==> config.mk <==
export PLATFORM = sky130hd
export DESIGN_NAME = seq_hit_logger_flat
export DESIGN_NICKNAME = d
export VERILOG_FILES = /design/src/rtl/seq_hit_logger_pkg.sv /design/src/rtl/seq_hit_logger_if.sv /design/src/rtl/seq_hit_logger_fifo.sv /design/src/rtl/seq_hit_logger.sv /design/src/flat_wrapper.sv
export SDC_FILE = /design/constraint.sdc
export NUM_CORES = 1
export LEC_CHECK = 0
export ABC_AREA = 0
export CORE_AREA = 3 3 145 147
export DETAILED_ROUTE_END_ITERATION = 10
export DIE_AREA = 0 0 148 150
export PLACE_DENSITY = 0.66
export SYNTH_ARGS = -nofsm -noshare
export SYNTH_HDL_FRONTEND = slang
export SYNTH_SLANG_ARGS = --single-unit
==> constraint.sdc <==
create_clock -name clk -period 4.2 [get_ports clk]
set_input_delay 0.42 -clock clk [delete_from_list [all_inputs] [get_ports clk]]
set_output_delay 0.42 -clock clk [all_outputs]
set_load 0.01 [all_outputs]
==> src/rtl/seq_hit_logger_pkg.sv <==
// -----------------------------------------------------------------------------
// seq_hit_pkg
// Shared definitions for the sequence-hit logger:
//   - default timestamp / counter widths
//   - timestamp type at the default width
//   - saturating increment helper used by the hit and drop counters
// -----------------------------------------------------------------------------
package seq_hit_pkg;

    localparam int TS_W_DEF  = 16;
    localparam int CNT_W_DEF = 8;

    typedef logic [TS_W_DEF-1:0] seq_ts_t;

    // Increment val by one unless it already sits at max_val. Operands are
    // 32 bits wide so any counter up to 32 bits can share this helper; the
    // caller truncates the result back to its own width.
    function automatic logic [31:0] sat_inc(input logic [31:0] val,
                                            input logic [31:0] max_val);
        logic [31:0] res;
        if (val >= max_val) begin
            res = max_val;
        end else begin
            res = val + 32'd1;
        end
        return res;
    endfunction

endpackage

==> src/rtl/seq_hit_logger_if.sv <==
// -----------------------------------------------------------------------------
// seq_hit_logger_if
// Read-side valid/ready port through which the host drains logged timestamps.
//   rd_valid  : head entry present (driven by the logger)
//   rd_ready  : host accepts the head when rd_valid is also high
//   rd_data   : timestamp at the FIFO head, TS_W bits
// master = logger side, slave = consumer side.
// -----------------------------------------------------------------------------
interface seq_hit_logger_if #(
    parameter int TS_W = 16
);
    logic            rd_valid;
    logic            rd_ready;
    logic [TS_W-1:0] rd_data;

    modport master (
        output rd_valid,
        output rd_data,
        input  rd_ready
    );

    modport slave (
        input  rd_valid,
        input  rd_data,
        output rd_ready
    );
endinterface

==> src/rtl/seq_hit_logger_fifo.sv <==
// -----------------------------------------------------------------------------
// seq_hit_fifo
// Synchronous FIFO with explicit occupancy counter and registered head.
// Ports:
//   clk, rst        : clock, synchronous active-high reset
//   push_i, wdata_i : write request and data
//   pop_i           : consumer ready; a pop happens only when the head is valid
//   clr_i           : synchronous flush; push/pop in the same cycle ignored
//   head_o          : registered head data (holds while empty)
//   head_valid_o    : FIFO not empty
//   level_o         : registered occupancy
//   level_next_o    : occupancy after this cycle's update (for registered
//                     derived flags in the parent)
//   full_o          : level == DEPTH
//   accept_o        : push stored this cycle
//   drop_o          : an entry was lost this cycle (newest or oldest)
// Build option SEQ_HIT_LOGGER_OVERWRITE_EN: a push into a full FIFO without
// a pop overwrites the oldest entry instead of discarding the new one.
// -----------------------------------------------------------------------------
module seq_hit_fifo #(
    parameter int WIDTH = 16,
    parameter int DEPTH = 8
) (
    input  logic                     clk,
    input  logic                     rst,
    input  logic                     push_i,
    input  logic                     pop_i,
    input  logic                     clr_i,
    input  logic [WIDTH-1:0]         wdata_i,
    output logic [WIDTH-1:0]         head_o,
    output logic                     head_valid_o,
    output logic [$clog2(DEPTH):0]   level_o,
    output logic [$clog2(DEPTH):0]   level_next_o,
    output logic                     full_o,
    output logic                     accept_o,
    output logic                     drop_o
);

    localparam int PTR_W = $clog2(DEPTH);
    localparam int LVL_W = PTR_W + 1;

    logic [WIDTH-1:0] mem_q [DEPTH];

    logic [PTR_W-1:0] wr_ptr_q, wr_ptr_d;
    logic [PTR_W-1:0] rd_ptr_q, rd_ptr_d;
    logic [LVL_W-1:0] level_q, level_d;
    logic             full_q, full_d;
    logic             valid_q, valid_d;
    logic [WIDTH-1:0] head_q, head_d;

    logic pop_ok_s;
    logic push_ok_s;
    logic ovw_s;
    logic drop_s;
    logic rd_adv_s;

    // Decide which of push / pop / overwrite actually take effect this cycle.
    always_comb begin
        pop_ok_s = pop_i && valid_q && !clr_i;
        drop_s   = push_i && !clr_i && full_q && !pop_ok_s;
`ifdef SEQ_HIT_LOGGER_OVERWRITE_EN
        // Full without pop: store anyway and retire the oldest entry.
        push_ok_s = push_i && !clr_i;
        ovw_s     = drop_s;
`else
        // Full without pop: the new entry is discarded.
        push_ok_s = push_i && !clr_i && (!full_q || pop_ok_s);
        ovw_s     = 1'b0;
`endif
        rd_adv_s = pop_ok_s || ovw_s;
    end

    // Next-state for pointers, occupancy, flags and the registered head.
    always_comb begin
        wr_ptr_d = wr_ptr_q;
        rd_ptr_d = rd_ptr_q;
        level_d  = level_q;
        head_d   = head_q;
        if (clr_i) begin
            wr_ptr_d = {PTR_W{1'b0}};
            rd_ptr_d = {PTR_W{1'b0}};
            level_d  = {LVL_W{1'b0}};
        end else begin
            if (push_ok_s) begin
                wr_ptr_d = wr_ptr_q + PTR_W'(1);
            end else begin
                wr_ptr_d = wr_ptr_q;
            end
            if (rd_adv_s) begin
                rd_ptr_d = rd_ptr_q + PTR_W'(1);
            end else begin
                rd_ptr_d = rd_ptr_q;
            end
            if (push_ok_s && !rd_adv_s) begin
                level_d = level_q + LVL_W'(1);
            end else if (rd_adv_s && !push_ok_s) begin
                level_d = level_q - LVL_W'(1);
            end else begin
                level_d = level_q;
            end
        end
        // The new head is either the entry being written right now (FIFO
        // empty, or draining its last entry while writing) or an entry
        // already in storage. When the FIFO goes empty the head holds.
        if (level_d != {LVL_W{1'b0}}) begin
            if (push_ok_s && (rd_ptr_d == wr_ptr_q)) begin
                head_d = wdata_i;
            end else begin
                head_d = mem_q[rd_ptr_d];
            end
        end else begin
            head_d = head_q;
        end
        full_d  = (level_d == LVL_W'(DEPTH));
        valid_d = (level_d != {LVL_W{1'b0}});
    end

    // Control and head registers.
    always_ff @(posedge clk) begin
        if (rst) begin
            wr_ptr_q <= {PTR_W{1'b0}};
            rd_ptr_q <= {PTR_W{1'b0}};
            level_q  <= {LVL_W{1'b0}};
            full_q   <= 1'b0;
            valid_q  <= 1'b0;
            head_q   <= {WIDTH{1'b0}};
        end else begin
            wr_ptr_q <= wr_ptr_d;
            rd_ptr_q <= rd_ptr_d;
            level_q  <= level_d;
            full_q   <= full_d;
            valid_q  <= valid_d;
            head_q   <= head_d;
        end
    end

    // Storage array; contents are only meaningful below the occupancy count,
    // so it carries no reset.
    always_ff @(posedge clk) begin
        if (push_ok_s && !rst) begin
            mem_q[wr_ptr_q] <= wdata_i;
        end
    end

    assign head_o       = head_q;
    assign head_valid_o = valid_q;
    assign level_o      = level_q;
    assign level_next_o = level_d;
    assign full_o       = full_q;
    assign accept_o     = push_ok_s;
    assign drop_o       = drop_s;

endmodule

==> src/rtl/seq_hit_logger.sv <==
// -----------------------------------------------------------------------------
// seq_hit_logger
// Timestamps each detector hit pulse with a free-running cycle counter and
// queues the timestamps for the host. Keeps saturating accepted-hit and
// dropped-hit counters and a level-sensitive occupancy interrupt.
// Ports:
//   clk, rst    : clock, synchronous active-high reset (overrides everything)
//   hit_i       : one-cycle detection pulse
//   clr_i       : synchronous flush of FIFO and counters (timestamp unaffected)
//   rd_if       : valid/ready drain port (master side)
//   level_o     : registered FIFO occupancy
//   full_o      : level_o == DEPTH
//   hit_cnt_o   : accepted pushes, saturating
//   drop_cnt_o  : entries lost to a full FIFO, saturating
//   irq_o       : level_o >= THRESH
// Build option SEQ_HIT_LOGGER_OVERWRITE_EN (handled in seq_hit_fifo): full
// FIFO overwrites its oldest entry instead of dropping the newest hit.
// -----------------------------------------------------------------------------
module seq_hit_logger
    import seq_hit_pkg::*;
#(
    parameter int TS_W   = TS_W_DEF,
    parameter int DEPTH  = 8,
    parameter int CNT_W  = CNT_W_DEF,
    parameter int THRESH = 4
) (
    input  logic                   clk,
    input  logic                   rst,
    input  logic                   hit_i,
    input  logic                   clr_i,
    seq_hit_logger_if.master       rd_if,
    output logic [$clog2(DEPTH):0] level_o,
    output logic                   full_o,
    output logic [CNT_W-1:0]       hit_cnt_o,
    output logic [CNT_W-1:0]       drop_cnt_o,
    output logic                   irq_o
);

    localparam int LVL_W = $clog2(DEPTH) + 1;
    localparam logic [CNT_W-1:0] CNT_MAX = {CNT_W{1'b1}};

    logic [TS_W-1:0]  ts_q, ts_d;
    logic [CNT_W-1:0] hit_cnt_q, hit_cnt_d;
    logic [CNT_W-1:0] drop_cnt_q, drop_cnt_d;
    logic             irq_q, irq_d;

    logic [TS_W-1:0]  head_s;
    logic             head_valid_s;
    logic [LVL_W-1:0] level_s;
    logic [LVL_W-1:0] level_next_s;
    logic             full_s;
    logic             accept_s;
    logic             drop_s;

    seq_hit_fifo #(
        .WIDTH (TS_W),
        .DEPTH (DEPTH)
    ) u_fifo (
        .clk          (clk),
        .rst          (rst),
        .push_i       (hit_i),
        .pop_i        (rd_if.rd_ready),
        .clr_i        (clr_i),
        .wdata_i      (ts_q),
        .head_o       (head_s),
        .head_valid_o (head_valid_s),
        .level_o      (level_s),
        .level_next_o (level_next_s),
        .full_o       (full_s),
        .accept_o     (accept_s),
        .drop_o       (drop_s)
    );

    // Next-state for the timestamp, the two counters and the interrupt.
    always_comb begin
        ts_d = ts_q + TS_W'(1);
        if (clr_i) begin
            hit_cnt_d  = {CNT_W{1'b0}};
            drop_cnt_d = {CNT_W{1'b0}};
        end else begin
            if (accept_s) begin
                hit_cnt_d = CNT_W'(sat_inc(32'(hit_cnt_q), 32'(CNT_MAX)));
            end else begin
                hit_cnt_d = hit_cnt_q;
            end
            if (drop_s) begin
                drop_cnt_d = CNT_W'(sat_inc(32'(drop_cnt_q), 32'(CNT_MAX)));
            end else begin
                drop_cnt_d = drop_cnt_q;
            end
        end
        // Taken from the FIFO's next occupancy so irq lines up with level_o.
        irq_d = (level_next_s >= LVL_W'(THRESH));
    end

    // Timestamp, counter and interrupt registers.
    always_ff @(posedge clk) begin
        if (rst) begin
            ts_q       <= {TS_W{1'b0}};
            hit_cnt_q  <= {CNT_W{1'b0}};
            drop_cnt_q <= {CNT_W{1'b0}};
            irq_q      <= 1'b0;
        end else begin
            ts_q       <= ts_d;
            hit_cnt_q  <= hit_cnt_d;
            drop_cnt_q <= drop_cnt_d;
            irq_q      <= irq_d;
        end
    end

    assign rd_if.rd_valid = head_valid_s;
    assign rd_if.rd_data  = head_s;
    assign level_o        = level_s;
    assign full_o         = full_s;
    assign hit_cnt_o      = hit_cnt_q;
    assign drop_cnt_o     = drop_cnt_q;
    assign irq_o          = irq_q;

endmodule

==> src/flat_wrapper.sv <==
// flat-port wrapper written by rule: the top's interface ports become plain ports
module seq_hit_logger_flat import seq_hit_pkg::*;
#(
    parameter int TS_W   = TS_W_DEF,
    parameter int DEPTH  = 8,
    parameter int CNT_W  = CNT_W_DEF,
    parameter int THRESH = 4
)
  (clk, rst, hit_i, clr_i, level_o, full_o, hit_cnt_o, drop_cnt_o, irq_o, rd_if_rd_valid, rd_if_rd_data, rd_if_rd_ready);
  seq_hit_logger_if #(.TS_W(TS_W)) rd_if_i ();
  input  logic clk;
  input  logic rst;
  input  logic hit_i;
  input  logic clr_i;
  output logic [$clog2(DEPTH):0] level_o;
  output logic full_o;
  output logic [CNT_W-1:0] hit_cnt_o;
  output logic [CNT_W-1:0] drop_cnt_o;
  output logic irq_o;
  output wire logic [$bits(rd_if_i.rd_valid)-1:0] rd_if_rd_valid;
  output wire logic [$bits(rd_if_i.rd_data)-1:0] rd_if_rd_data;
  input wire logic [$bits(rd_if_i.rd_ready)-1:0] rd_if_rd_ready;
  assign rd_if_rd_valid = rd_if_i.rd_valid;
  assign rd_if_rd_data = rd_if_i.rd_data;
  assign rd_if_i.rd_ready = rd_if_rd_ready;
  seq_hit_logger #(.TS_W(TS_W), .DEPTH(DEPTH), .CNT_W(CNT_W), .THRESH(THRESH)) u_core (.clk(clk), .rst(rst), .hit_i(hit_i), .clr_i(clr_i), .rd_if(rd_if_i), .level_o(level_o), .full_o(full_o), .hit_cnt_o(hit_cnt_o), .drop_cnt_o(drop_cnt_o), .irq_o(irq_o));
endmodule
==> out/metrics.cfg <==
[critical_path]
critPathLaunch = clr_i
worstReg2RegStart = u_core.u_fifo.head_valid_o
crit_path_end = u_core.u_fifo.mem_q[3][8]
cp_max_fo = 12
crit_path_max_incr_delay_ps = 610
rr_endpoint = u_core.u_fifo.mem_q[3][8]
critical_path.top_delay_family = simple AND/OR/NAND/NOR gates
r2r_slack_ps = 1400
path_cells = clkdlybuf4s50_1, nor2b_1, a21boi_1, nand3b_1, nor3b_2, buf_4
cp.depth = 6
cp_slowest_cell = clkdlybuf4s50_1
critPathBufInv = 2
required_ps = 4330
cp-start-kind = input pin
cp-end-kind = flip-flop
r2r_cells = 5
crit_arrival_ps = 3080
crit_type = in -> reg

[grt]
grt_max_degree = 81
use_met3 = 0.0388
grt_pass1_wl_mm = 27.4
gr-usage-met2 = 0.260
overflow = 0
grt_pass1_vias = 5019
gr-max-usage-layer = met2
antenna_found_initial = 0
met1_usage = 0.215
grt_usage = 0.159

[clocking]
tritoncts = yes
cts_buffers = 17
post_cts_resize_count = 0
cts_root_buf = clkbuf_16
cts_buffer_depth = 2
cts.clk_slew.worst_paths_ps = 70
h-tree-depth = 4
clk_latency_ps = 430
holdBufCountCts = 0
cts_sinks = 189
cts_setup_buffers = 0

[synthesis]
yosysSeqAreaShare = 0.646
syn_area_per_cell_sq_um = 13.1
async_reset_ff_frac = 0
ys_seq_elements = 189
synth_top_area_frac = 0.490
synth_nets = 613
synth.distinct_cells = 53
yosysWarnings = 0
synth_largest_area_cell = edfxtp_1
synth_edf_count = 128
synth.area.top_cells = edfxtp_1 49%, dfxtp_1 16%, mux2i_1 6.6%
syn_inst = 601
syn-cell-area_sq_um = 7850
synth-main-ff-cell = edfxtp_1

[route]
routed_wl_mm = 17.2
wire_per_inst_um = 18.5
drc = 0
drt_first_pass_iters = 5
first_iter_violations = 337
via_count = 4995
antenna_left = 0
viasPerCell = 5.37

[floorplan]
ioPinCount = 44
dieArea_sq_um = 22200
die_y_um = 150
fp-row-count = 52
start_util = 0.392
fp.dieW_um = 148
core-area_sq_um = 20000

[cells_and_area]
diodes = 0
nets = 660
layout_commonest_cell = edfxtp_1
nFillCells = 1826
layout-drive-gt1-share = 0.130
instances_no_fill = 931
syn_to_final_growth_pct = 18.1
ff_latch_area_sq_um = 5060
final_cell_mix = 128 x edfxtp_1, 61 x dfxtp_1, 55 x nor2_1, 51 x mux2i_1, 49 x a21oi_1
multi_input_comb_area_sq_um = 2610

[sta]
hold_viol_final = 0
tns_ps = 0
rsz0062_at_grt = no
skew_ps = 8.88
drv_slew = 0
finalCriticalPeriod_ps = 2950
setup_violations = 0
fmax_mhz = 339
post-route-period-util = 0.702
slew_headroom = 0.474
worst_slew_pin_slew_ps = 787

[status]
status = finished, final reports clean

[placement]
dp_hpwl_mm = 10.4
dp.cells = 899
portBuffers = 43
gp_congestion = 0.826

[power_and_ir_drop]
irDropWorstVdd_mv = 0.269
power_leakage_nw = 3.50
p_per_area_nw_per_um2 = 414

[worst_hold_path]
hold_class = reg -> reg

[run]
cap_violations = 0

## layer usage
layer / part of all wire / vias up
li1: - / 2366
met2: 0.48 / 137
met4: 0.0099 / 0
met1: 0.46 / 2478
met3: 0.047 / 14
met5: 0 / -
## sequential cells by signal, summed over array words and instances (netlist names)
register / flops
u_core.u_fifo.mem_q: 128
u_core.ts_q: 16
u_core.u_fifo.head_o: 16
u_core.drop_cnt_o: 8
u_core.hit_cnt_o: 8
u_core.u_fifo.level_o: 4
u_core.u_fifo.rd_ptr_q: 3
u_core.u_fifo.wr_ptr_q: 3
u_core.irq_o: 1
u_core.u_fifo.full_o: 1
u_core.u_fifo.head_valid_o: 1
## stage by stage
step | setup WS, ps | util | hold WS, ps | total power [W] | cell area [sq um]
floorplan | 933 | - | 486 | 0.00214 | 7850
global placement | 975 | 0.431 | 455 | 0.00219 | 8640
detailed placement | 819 | 0.431 | 463 | 0.00220 | 8640
CTS | 1270 | 0.462 | 479 | 0.00387 | 9270
global route | 1060 | 0.462 | 492 | 0.00396 | 9270
finish | 1250 | 0.462 | 475 | 0.00383 | 9270
## where the power goes
group | switching [W] | total, W | leakage (nW) | internal, W
clock network | 0.000703 | 0.00168 | 0.301 | 0.000972
registers | 0.0000208 | 0.00201 | 1.68 | 0.00199
logic | 0.0000799 | 0.000149 | 1.51 | 0.0000690
## worst reg2reg max path, delay by kind of cell (launching register included)
kind	cells	cell delay, ps
buffers and inverters	1	300
DFF	1	450
and+or+nand+nor	3	1130
AOI/OAI and AO/OA	1	610
## cells by family after synthesis
logic type / Yosys count / synth area share
mux: 53 / 0.0681
flops: 189 / 0.646
compound gates: 118 / 0.105
simple gates: 170 / 0.116
fa+ha+maj: 7 / 0.0112
buf+inv: 40 / 0.0279
xor+xnor: 24 / 0.0268
## layout make-up
| cell class | instances | share of cell area |
|---|---|---|
| clock buffers | 20 | 0.0482 |
| clock inverters | 12 | 0.0189 |
| inverters | 4 | 0.00162 |
| multi-input cells | 372 | 0.282 |
| flip-flops and latches | 189 | 0.547 |
| well taps | 270 | 0.0365 |
| repair buffers | 64 | 0.0662 |
## cell usage after synthesis, types with 4 or more instances
| master | n |
|---|---|
| a211o_1 | 16 |
| a21oi_1 | 49 |
| a32o_1 | 4 |
| a32o_2 | 13 |
| and3_1 | 7 |
| and4_1 | 5 |
| buf_1 | 5 |
| buf_2 | 10 |
| buf_4 | 4 |
| buf_6 | 4 |
| clkbuf_1 | 12 |
| dfxtp_1 | 61 |
| edfxtp_1 | 128 |
| ha_1 | 7 |
| inv_1 | 4 |
| mux2i_1 | 52 |
| nand2_1 | 16 |
| nand2b_1 | 16 |
| nand3_1 | 16 |
| nand4_1 | 6 |
| nor2_1 | 55 |
| nor2b_1 | 5 |
| nor3_1 | 19 |
| nor3b_1 | 4 |
| o21ai_0 | 9 |
| o22ai_1 | 16 |
| xnor2_1 | 8 |
| xor2_1 | 16 |
## worst min path at each step
| stage | from | to | cells past startpoint |
|---|---|---|---|
| 6_report | u_core.u_fifo.head_o[10] | u_core.u_fifo.head_o[10] | 1 |
| 4_1_cts | u_core.u_fifo.head_o[6] | u_core.u_fifo.head_o[6] | 1 |
| 5_1_grt | u_core.u_fifo.head_o[6] | u_core.u_fifo.head_o[6] | 1 |
| 3_5_place_dp | u_core.u_fifo.head_o[6] | u_core.u_fifo.head_o[6] | 1 |
| 2_1_floorplan | u_core.u_fifo.rd_ptr_q[1] | u_core.u_fifo.rd_ptr_q[1] | 2 |
| 3_3_place_gp | u_core.u_fifo.head_o[4] | u_core.u_fifo.head_o[4] | 1 |
(Power assumes the default switching activity.)
